File: src/rtl/smg_scan_driver.sv
// Multiplexed seven-segment scan driver. Latches the digit bus once per frame and scans one digit per slot.
// Build option: define SMG_LZB_EN to enable leading-zero blanking. Without it, every digit is decoded.
module smg_scan_driver #(
  parameter int unsigned DIGITS          = 4,
  parameter int unsigned SCAN_DIV        = 50000,
  parameter int unsigned BLANK_CYC       = 500,
  parameter bit          SEG_ACTIVE_LOW  = 1'b1,
  parameter bit          SCAN_ACTIVE_LOW = 1'b1
) (
  input  logic                  CLK,
  input  logic                  RST,
  input  logic [4*DIGITS-1:0]   NumberSig,
  input  logic [DIGITS-1:0]     DpSig,
  output logic [7:0]            SmgData,
  output logic [DIGITS-1:0]     ScanSig,
  output logic                  FrameDone
);

  localparam int unsigned IDX_W = (DIGITS > 1) ? $clog2(DIGITS) : 1;
  localparam int unsigned CNT_W = $clog2(SCAN_DIV);

  localparam logic [CNT_W-1:0]  CNT_LAST  = CNT_W'(SCAN_DIV - 1);
  localparam logic [CNT_W-1:0]  CNT_BLANK = CNT_W'(BLANK_CYC);
  localparam logic [IDX_W-1:0]  IDX_LAST  = IDX_W'(DIGITS - 1);
  localparam logic [7:0]        SEG_OFF   = SEG_ACTIVE_LOW ? 8'hFF : 8'h00;
  localparam logic [DIGITS-1:0] SCAN_OFF  = {DIGITS{SCAN_ACTIVE_LOW}};

  logic [CNT_W-1:0]    r_cnt;
  logic [IDX_W-1:0]    r_idx;
  logic [4*DIGITS-1:0] r_shadow_num;
  logic [DIGITS-1:0]   r_shadow_dp;
  logic [7:0]          r_seg;
  logic [DIGITS-1:0]   r_scan;
  logic                r_frame_done;

  logic                w_cnt_wrap;
  logic                w_idx_wrap;
  logic                w_load;
  logic [3:0]          w_nib;
  logic                w_dp;
  logic                w_blank;
  logic [DIGITS-1:0]   w_lzb_mask;
  logic [7:0]          w_seg_al;
  logic [DIGITS-1:0]   w_scan_al;
  logic [7:0]          w_seg_nxt;
  logic [DIGITS-1:0]   w_scan_nxt;

  // Active-low segment codes {dp,g,f,e,d,c,b,a}, dp off.
  function automatic logic [7:0] seg_decode(input logic [3:0] nib);
    logic [7:0] code;
    unique case (nib)
      4'h0: code = 8'hC0;
      4'h1: code = 8'hF9;
      4'h2: code = 8'hA4;
      4'h3: code = 8'hB0;
      4'h4: code = 8'h99;
      4'h5: code = 8'h92;
      4'h6: code = 8'h82;
      4'h7: code = 8'hF8;
      4'h8: code = 8'h80;
      4'h9: code = 8'h90;
      4'hA: code = 8'h88;
      4'hB: code = 8'h83;
      4'hC: code = 8'hC6;
      4'hD: code = 8'hA1;
      4'hE: code = 8'h86;
      4'hF: code = 8'h8E;
    endcase
    return code;
  endfunction

  assign w_cnt_wrap = (r_cnt == CNT_LAST);
  assign w_idx_wrap = (r_idx == IDX_LAST);
  assign w_load     = (r_idx == '0) && (r_cnt == '0);

`ifdef SMG_LZB_EN
  // Walk down from the top digit; zeros stay blanked until the first non-zero nibble.
  always_comb begin
    logic v_seen;
    v_seen     = 1'b0;
    w_lzb_mask = '0;
    for (int i = int'(DIGITS) - 1; i >= 1; i--) begin
      if (r_shadow_num[4*i +: 4] != 4'h0) begin
        v_seen = 1'b1;
      end
      w_lzb_mask[i] = ~v_seen;
    end
  end
`else
  assign w_lzb_mask = '0;
`endif

  // Select the current digit's shadow data and build the one-hot enable.
  always_comb begin
    w_nib     = 4'h0;
    w_dp      = 1'b0;
    w_blank   = 1'b0;
    w_scan_al = '1;
    for (int i = 0; i < int'(DIGITS); i++) begin
      if (r_idx == IDX_W'(i)) begin
        w_nib        = r_shadow_num[4*i +: 4];
        w_dp         = r_shadow_dp[i];
        w_blank      = w_lzb_mask[i];
        w_scan_al[i] = 1'b0;
      end
    end
  end

  always_comb begin
    w_seg_al = seg_decode(w_nib);
    if (w_blank) begin
      w_seg_al[6:0] = 7'h7F;
    end
    if (w_dp) begin
      w_seg_al[7] = 1'b0;
    end
    if (r_cnt < CNT_BLANK) begin
      w_seg_nxt  = SEG_OFF;
      w_scan_nxt = SCAN_OFF;
    end else begin
      w_seg_nxt  = SEG_ACTIVE_LOW ? w_seg_al : ~w_seg_al;
      w_scan_nxt = SCAN_ACTIVE_LOW ? w_scan_al : ~w_scan_al;
    end
  end

  always_ff @(posedge CLK) begin
    if (RST) begin
      r_cnt        <= '0;
      r_idx        <= '0;
      r_shadow_num <= '0;
      r_shadow_dp  <= '0;
      r_seg        <= SEG_OFF;
      r_scan       <= SCAN_OFF;
      r_frame_done <= 1'b0;
    end else begin
      r_cnt <= w_cnt_wrap ? '0 : r_cnt + 1'b1;
      if (w_cnt_wrap) begin
        r_idx <= w_idx_wrap ? '0 : r_idx + 1'b1;
      end
      if (w_load) begin
        r_shadow_num <= NumberSig;
        r_shadow_dp  <= DpSig;
      end
      r_seg        <= w_seg_nxt;
      r_scan       <= w_scan_nxt;
      r_frame_done <= w_cnt_wrap && w_idx_wrap;
    end
  end

  assign SmgData   = r_seg;
  assign ScanSig   = r_scan;
  assign FrameDone = r_frame_done;

endmodule

File: config.mk
export PLATFORM = sky130hd
export DESIGN_NAME = smg_scan_driver
export DESIGN_NICKNAME = d
export VERILOG_FILES = /design/src/rtl/smg_scan_driver.sv
export SDC_FILE = /design/constraint.sdc
export NUM_CORES = 1
export LEC_CHECK = 0
export CORE_MARGIN = 4
export CORE_UTILIZATION = 40
export DETAILED_ROUTE_END_ITERATION = 10
export GPL_TIMING_DRIVEN = 0
export PLACE_DENSITY_LB_ADDON = 0.08
export SYNTH_ARGS = -nofsm -noshare
export SYNTH_HDL_FRONTEND = slang
export SYNTH_SLANG_ARGS = --single-unit
export TNS_END_PERCENT = 5
File: constraint.sdc
create_clock -name CLK -period 6.1 [get_ports CLK]
set_input_delay 0.61 -clock CLK [delete_from_list [all_inputs] [get_ports CLK]]
set_output_delay 0.61 -clock CLK [all_outputs]
set_load 0.02 [all_outputs]
==> results of run 1 <==
-- kinds of logic (layout without fill, tap and decap cells) --
| family | after synthesis | in the layout |
|---|---|---|
| AOI/OAI and AO/OA | 22 | 22 |
| xor gates and xnor gates | 14 | 14 |
| adders and majority gates | 12 | 12 |
| buffers and inverters | 24 | 64 |
| DFF | 51 | 51 |
| muxes | 26 | 26 |
| and+or+nand+nor | 109 | 109 |
-- area by class of cell --
type	instances	area share (%)
Multi-Input combinational cell	183	43.39
Sequential cell	51	34.81
Timing Repair Buffer	33	11.26
Tap cell	72	3.072
Buffer	13	2.432
Clock buffer	5	2.346
Inverter	11	1.408
Clock inverter	2	1.280
-- cell usage after synthesis (2+ instances only) --
cell / count
clkbuf_1: 3
mux2i_1: 25
buf_2: 6
nand4_1: 5
nand3b_1: 3
a21oi_1: 6
o211ai_1: 2
nand2_1: 21
nand3_1: 7
nor2_2: 2
xnor2_1: 5
dfxtp_1: 51
ha_1: 12
or2_1: 2
nand2b_1: 2
nor2_1: 45
inv_1: 11
buf_4: 2
nor3_1: 4
nor2b_1: 4
o221ai_1: 4
nor3b_1: 2
and3_1: 3
o21ai_0: 3
xor2_1: 9
-- through the flow --
step           instance area [µm²]  util [%]  hold WS (ns)  instances  setup WS [ns]
2_1_floorplan                 2406         -        0.4299        258          3.890
3_3_place_gp                  2826     49.80        0.4472        363          3.530
3_5_place_dp                  2826     49.80        0.4597        363          3.546
4_1_cts                       2933     51.68        0.4819        370          3.519
5_1_grt                       2933     51.68        0.5188        370          3.324
6_report                      2933     51.68        0.4767        370          3.570
-- path summary, 6_finish.rpt --
| path | to |
|---|---|
| max reg2reg | SmgData[3] |
| min reg2reg | r_cnt[0] |
| min | r_cnt[0] |
| max | SmgData[3] |
-- state kept, by name, indices dropped and copies added, names as in the netlist --
name	flops
r_cnt	16
SmgData	8
r_idx	2
r_shadow_num	16
FrameDone	1
r_shadow_dp	4
ScanSig	4
-- worst max-delay path, cell delays in order, from the launching register on --
cell	delay, ns
dfxtp_1	0.42
inv_1	0.09
ha_1	0.19
buf_2	0.17
nor2_2	0.22
o211ai_1	0.13
o21ai_0	0.22
inv_1	0.21
ha_1	0.28
mux2_1	0.29
mux2i_1	0.13
nand2_1	0.06
-- metal layers --
layer | up-vias | wire length (µm) | share of wire [%] | global-route usage (%)
met5 | - | 0 | 0 | 0
met4 | 0 | 53 | 1.1 | 4.460
met3 | 5 | 170 | 3.6 | 3.362
met2 | 26 | 2155 | 46 | 22.32
met1 | 826 | 2356 | 50 | 18.61
li1 | 944 | - | - | -
-- power by group through the flow --
stage	clock network [mW]	logic [mW]	registers (mW)
after global placement	0	0.0931	0.364
final	0.229	0.0941	0.356
after floorplan	0	0.0679	0.362
after detailed placement	0	0.0946	0.364
after CTS	0.240	0.0951	0.357
after global routing	0.251	0.106	0.358
==> results.ini, run 1 <==
[final_layout]
syn_to_final_growth_pct = 21.89
seq_area_um2 = 1021
final_nets = 332
final_common_cell = dfxtp_1
fillerInstances = 573
antenna_cells = 0
final_cell_mix = dfxtp_1, nor2_1, clkdlybuf4s50_1
multi_input_area_um2 = 1272
drive_gt1_share_pct = 9.060

[logic_synthesis]
synthMuxAreaShare_pct = 10.87
syn_nets = 292
synth_top_area_cell = dfxtp_1
synthFlopType = dfxtp_1
synth_top_area_share_pct = 42.43
synthArstFlopShare_pct = 0
synth.distinct_cells = 44
synth_top_family_by_area = simple AND/OR/NAND/NOR gates
ys_ff_latch = 51
netlist_instances = 258
synth_edf_count = 0
netlist_top_cells_area = dfxtp_1, mux2i_1, nor2_1
yosysSeqAreaShare_pct = 42.43
yosys_warnings = 0
synth-simple-area-share_pct = 23.35
synth_compound_area_share_pct = 7.332
synthAdderAreaFrac_pct = 6.240
synth_area_um2 = 2406
syn_area_per_cell_um2 = 9.326
synth_xor_xnor_area_share_pct = 5.096

[global_route]
antenna_found_initial = 0
grt_use_total_pct = 13.98
overflow = 0
grt_max_degree = 16
grt_pass1_wl_mm = 8.252
grt_pass1_vias = 1746

[worst_setup_path]
path_class = flop to flop
critPathLaunch = r_idx[0]
r2r-start = r_idx[0]
end_kind = flop
reg2reg_slack_ns = 3.57
cp-start-kind = flop
cp_max_fo = 9
arrival_ns = 2.72
r2r_cells = 11
required_ns = 6.29

[detailed_routing]
postRouteWirelength_mm = 4.735
vias = 1801
first_pass_iters = 4
routedWlPerCell_um = 12.80
drc = 0
antenna_left = 0
post_drt_via_cell_ratio = 4.868
drt_iter0_markers = 92

[floorplanning]
io_pins = 35
dieArea_um2 = 7320
die_y_um = 85.56
die_x_um = 85.56
fp-row-count = 27
initial_core_util_pct = 42.39
core_area_um2 = 5675

[cts]
cts_root_buf = clkbuf_8
cts_max_level = 2
cts_hold_buf = 0
postCtsResizedCells = 0
clock_sinks = 51
postCtsSetupRepairBufs = 0
cts_tree = built
clock_latency_ns = 0.30
numCtsBuffers = 5
clkTransAtPathRegs_ns = 0.09
cts_max_path_buffers = 2

[hold_path]
hold_path_class = flop to flop
worstHoldStart = r_cnt[0]
holdPathStages = 1

[timing]
hold_viol_final = 0
setup_tns_ns = 0
fin_crit_sh_pct = 41.48
worstMarginPinSlew_ns = 0.7161
slew_headroom_pct = 51.89
period_needed_ns = 2.530
fmax_mhz = 395.2
drv_slew = 0
setup_viol = 0
clock_skew_ns = 0.006235
rsz0062_at_grt = no

[flow_run]
drv_cap = 0

[placed_design]
dp_hpwl_mm = 3.473
portBuffers = 33
gp_congestion = 0.8033

[pwr]
seqPwrFrac_pct = 52.4
pwr-share-comb_pct = 13.8
cellPowerDensity_nw_per_um2 = 231.7
ir_worst_vdd_uv = 119.3
leakage_nw = 1.162
p_clk_share_pct = 33.7
internal-power_mw = 0.5151
p_switching_mw = 0.1643
p_sw_share_pct = 24.19
finalPower_mw = 0.6795

[status]
status = completed

Note: power is estimated with default switching activity, not from simulation.
==> inputs of run 2 (changes only) <==
==> constraint.sdc (replaced) <==
create_clock -name CLK -period 2.36 [get_ports CLK]
set_input_delay 0.236 -clock CLK [delete_from_list [all_inputs] [get_ports CLK]]
set_output_delay 0.236 -clock CLK [all_outputs]
set_load 0.02 [all_outputs]
==> run 2 against run 1 <==
Net effect:
- global-route usage barely moved
- count of clock-buffer cells in the layout is the same
- combinational power rose to 2.6 times the previous value
- setup slack worse by 3.4 ns
- clock power rose to 2.6 times the previous value
- critical path type unchanged
- largest cell class unchanged
==> results.ini, run 2 (synthesized netlist as in run 1, its figures left out) <==
[cts]
cts_max_level = 2
cts_tree = built
cts_hold_buf = 0
cts_max_path_buffers = 2
clkTransAtPathRegs_ns = 0.09
clock_sinks = 51
cts_root_buf = clkbuf_8
numCtsBuffers = 5
clock_latency_ns = 0.30

[detailed_routing]
antenna_left = 0
post_drt_via_cell_ratio = 4.846
first_pass_iters = 4
drt_iter0_markers = 85
drc = 0
routedWlPerCell_um = 12.80
vias = 1798
postRouteWirelength_mm = 4.750

[timing]
worstMarginPinSlew_ns = 0.7510
setup_viol = 0
clock_skew_ns = 0.005284
slew_headroom_pct = 49.55
finalWorstSetupSlack_ns = 0.1741
hold_viol_final = 0
rsz0062_at_grt = no
period_needed_ns = 2.186
fmax_mhz = 457.5
fin_crit_sh_pct = 92.62
drv_slew = 0

[worst_setup_path]
slowest_delay_ns = 0.37
critPathSlowestCell = nor3b_1
cp-start-kind = flop
required_ns = 2.55
worst_path_most_repeated_cell = ha_1
arrival_ns = 2.37
end_kind = flop
r2r_cells = 10
cp_max_fo = 9
crit_path_cell_trace = inv_1, ha_1, buf_2, nor3b_1, a211oi_4, buf_4, ha_1, mux2_1, mux2i_1, nand2_1
path_class = flop to flop

[status]
status = completed

[pwr]
finalPower_mw = 1.761
ir_worst_vdd_uv = 308.2
cellPowerDensity_nw_per_um2 = 593.6
leakage_nw = 1.167

[final_layout]
fillerInstances = 576
finalCoreUtilization_pct = 52.27
syn_to_final_growth_pct = 23.30
multi_input_area_um2 = 1296
stdcell_count = 371
final_nets = 333
antenna_cells = 0
stdcell_area_um2 = 2967
final_cell_mix = dfxtp_1, nor2_1, clkdlybuf4s50_1
drive_gt1_share_pct = 11.71
seq_area_um2 = 1023
final_common_cell = dfxtp_1

[floorplanning]
initial_core_util_pct = 42.39
fp-row-count = 27
die_x_um = 85.56
core_area_um2 = 5675
die_y_um = 85.56
dieArea_um2 = 7320
io_pins = 35

[global_route]
overflow = 0
grt_max_degree = 16
antenna_found_initial = 0
grt_use_total_pct = 14.02
grt_pass1_vias = 1771
grt_pass1_wl_mm = 8.286

[placed_design]
pre_cts_ws_ns = -0.1943
dp_cells = 363
gp_congestion = 0.8033
dp_hpwl_mm = 3.473
portBuffers = 33
placed_cell_area_um2 = 2826

[hold_path]
holdPathStages = 2
hold_path_class = primary input to flop

[flow_run]
drv_cap = 0

run 2: changes by cell type in the layout (fill, tap and decap cells not counted), moves of 2 or more:
cell	before	now
dfxtp_1	51	49
dfxtp_2	0	2
inv_1	11	9
inv_2	0	2
run 2: critical path: cells and delay by family (launching register included):
family,cells,cell delay (ns)
buffers and inverters,3,0.47
AOI/OAI and AO/OA,1,0.07
muxes,2,0.42
adders and majority gates,2,0.34
and+or+nand+nor,2,0.43
DFF,1,0.36
run 2: worst paths after layout:
path | from | end | slack, ns
min | RST | r_shadow_dp[0] | 0.27
max reg2reg | r_idx[0] | SmgData[3] | 0.17
max | r_idx[0] | SmgData[3] | 0.17
min reg2reg | r_cnt[0] | r_cnt[0] | 0.48
run 2: stage by stage:
stage | hold WS, ns | TNS [ns]
2_1_floorplan | 0.3799 | 0
3_3_place_gp | 0.4472 | -0.5430
3_5_place_dp | 0.4597 | -0.4727
4_1_cts | 0.2651 | 0
5_1_grt | 0.2951 | 0
6_report | 0.2664 | 0
run 2: where the power goes:
part	internal [mW]	switching, mW
clock network	0.310	0.281
registers	0.898	0.0232
logic	0.128	0.121
run 2: area by class of cell:
cell class                      instances  share of cell area (%)
Multi-Input combinational cell        183                   43.69
Sequential cell                        51                   34.50
Timing Repair Buffer                   34                   11.39
Tap cell                               72                   3.037
Buffer                                 13                   2.404
Clock buffer                            5                   2.320
Inverter                               11                   1.392
Clock inverter                          2                   1.265
run 2: per-layer routing:
| layer | track usage (%) | routed length, µm | vias up | part of all wire [%] |
|---|---|---|---|---|
| li1 | - | - | 942 | - |
| met1 | 18.55 | 2329 | 819 | 49 |
| met2 | 22.53 | 2180 | 32 | 46 |
| met3 | 3.362 | 186 | 5 | 3.9 |
| met4 | 4.460 | 53 | 0 | 1.1 |
| met5 | 0 | 0 | - | 0 |
run 2: repair_timing:
| item | CTS | global route |
|---|---|---|
| buffers inserted | 1 | 0 |
| pin swaps | 1 | 1 |
| endpoints found under the setup margin | 5 | 4 |
| gates resized for setup | 5 | 5 |
==> inputs of run 3 (changes only) <==
--- a/config.mk
+++ b/config.mk
@@ -7,6 +7,7 @@
 export LEC_CHECK = 0
 export CORE_MARGIN = 4
 export CORE_UTILIZATION = 40
+export CTS_CLUSTER_SIZE = 12
 export DETAILED_ROUTE_END_ITERATION = 10
 export GPL_TIMING_DRIVEN = 0
 export PLACE_DENSITY_LB_ADDON = 0.08
==> constraint.sdc (replaced) <==
create_clock -name CLK -period 2.6 [get_ports CLK]
set_input_delay 0.26 -clock CLK [delete_from_list [all_inputs] [get_ports CLK]]
set_output_delay 0.26 -clock CLK [all_outputs]
set_load 0.02 [all_outputs]
==> run 3 against run 2 <==
Net effect:
- utilization decreased by 0.40 points
- critical path type unchanged
- sequential power decreased by 9.2%
- worst hold slack improved by 0.022 ns
- clock power decreased by 9.1%
- cell count decreased by 0.27%
- clock skew increased by 0.00066 ns
- count of clock-buffer cells in the layout unchanged
==> results.ini, run 3 (synthesized netlist as in run 1, its figures left out) <==
[status]
status = completed

[final_layout]
stdcell_area_um2 = 2944
final_common_cell = dfxtp_1
final_nets = 332
finalCoreUtilization_pct = 51.87
drive_gt1_share_pct = 9.396
fillerInstances = 573
final_cell_mix = dfxtp_1, nor2_1, clkdlybuf4s50_1
syn_to_final_growth_pct = 22.36
antenna_cells = 0

[worst_setup_path]
arrival_ns = 2.57
cp-start-kind = flop
end_kind = flop
path_class = flop to flop
required_ns = 2.79
cp_max_fo = 9

[cts]
cts_root_buf = clkbuf_8
cts_hold_buf = 0
cts_tree = built
numCtsBuffers = 5
cts_max_level = 2
clock_sinks = 51
postCtsResizedCells = 0
cts_max_path_buffers = 2
clkTransAtPathRegs_ns = 0.09
clock_latency_ns = 0.30
postCtsSetupRepairBufs = 0

[timing]
setup_tns_ns = 0
fmax_mhz = 420.9
hold_viol_final = 0
clock_skew_ns = 0.005945
worstMarginPinSlew_ns = 0.7263
slew_headroom_pct = 51.21
rsz0062_at_grt = no
fin_crit_sh_pct = 91.37
period_needed_ns = 2.376
setup_viol = 0
drv_slew = 0

[detailed_routing]
post_drt_via_cell_ratio = 4.854
postRouteWirelength_mm = 4.723
drc = 0
antenna_left = 0
drt_iter0_markers = 75
vias = 1796
routedWlPerCell_um = 12.76
first_pass_iters = 4

[placed_design]
dp_hpwl_mm = 3.473
gp_congestion = 0.8033
portBuffers = 33
placed_cell_area_um2 = 2826

[global_route]
grt_pass1_vias = 1746
grt_max_degree = 16
grt_use_total_pct = 13.98
antenna_found_initial = 0
overflow = 0
grt_pass1_wl_mm = 8.252

[flow_run]
drv_cap = 0

[floorplanning]
core_area_um2 = 5675
die_y_um = 85.56
die_x_um = 85.56
dieArea_um2 = 7320
fp-row-count = 27
io_pins = 35
initial_core_util_pct = 42.39

[hold_path]
hold_path_class = primary input to flop

[pwr]
ir_worst_vdd_uv = 279.7
leakage_nw = 1.163
cellPowerDensity_nw_per_um2 = 542.4

run 3: critical path, cell delays in order, from the launching register on:
cell and delay [ns]:
dfxtp_1 0.42, inv_1 0.09, ha_1 0.19, buf_2 0.17, nor2_2 0.22, o211ai_1 0.15
o21ai_2 0.13, inv_1 0.15, ha_1 0.25, mux2_1 0.29, mux2i_1 0.13, nand2_1 0.06
run 3: power by group:
part	switching, mW	internal [mW]	total, mW
combinational	0.109	0.114	0.223
clock	0.256	0.281	0.537
sequential	0.0208	0.815	0.836
run 3: through the flow:
stage / worst slack [ns] / instances / total power [mW] / hold WS (ns)
floorplan: 0.3901 / 258 / 1.008 / 0.4039
global placement: 0.03031 / 363 / 1.073 / 0.4472
detailed placement: 0.04575 / 363 / 1.077 / 0.4597
CTS: 0.01851 / 370 / 1.622 / 0.2891
global route: 0.008505 / 370 / 1.679 / 0.3191
finish: 0.2243 / 370 / 1.597 / 0.2881
run 3: path summary, 6_finish.rpt:
kind / slack (ns) / depth (start not counted) / to / startpoint
worst max-delay path: 0.22 / 11 / SmgData[3] / r_idx[0]
worst min-delay path: 0.29 / 2 / r_shadow_dp[0] / RST
worst max register to register: 0.22 / 11 / SmgData[3] / r_idx[0]
worst min register to register: 0.48 / 1 / r_cnt[0] / r_cnt[0]
run 3: final cells by class:
type,count,area [µm²],area share (%)
Multi-Input combinational cell,183,1284,43.60
Sequential cell,51,1021,34.68
Timing Repair Buffer,33,330.3,11.22
Tap cell,72,90.09,3.060
Buffer,13,71.32,2.422
Clock buffer,5,68.82,2.337
Inverter,11,41.29,1.402
Clock inverter,2,37.54,1.275
run 3: per-layer routing:
layer  routed length (µm)  track usage (%)  up-vias
li1                     -                -      942
met1                 2350            18.61      823
met4                   64            4.460        0
met5                    0                0        -
met3                  168            3.362        6
met2                 2140            22.32       25
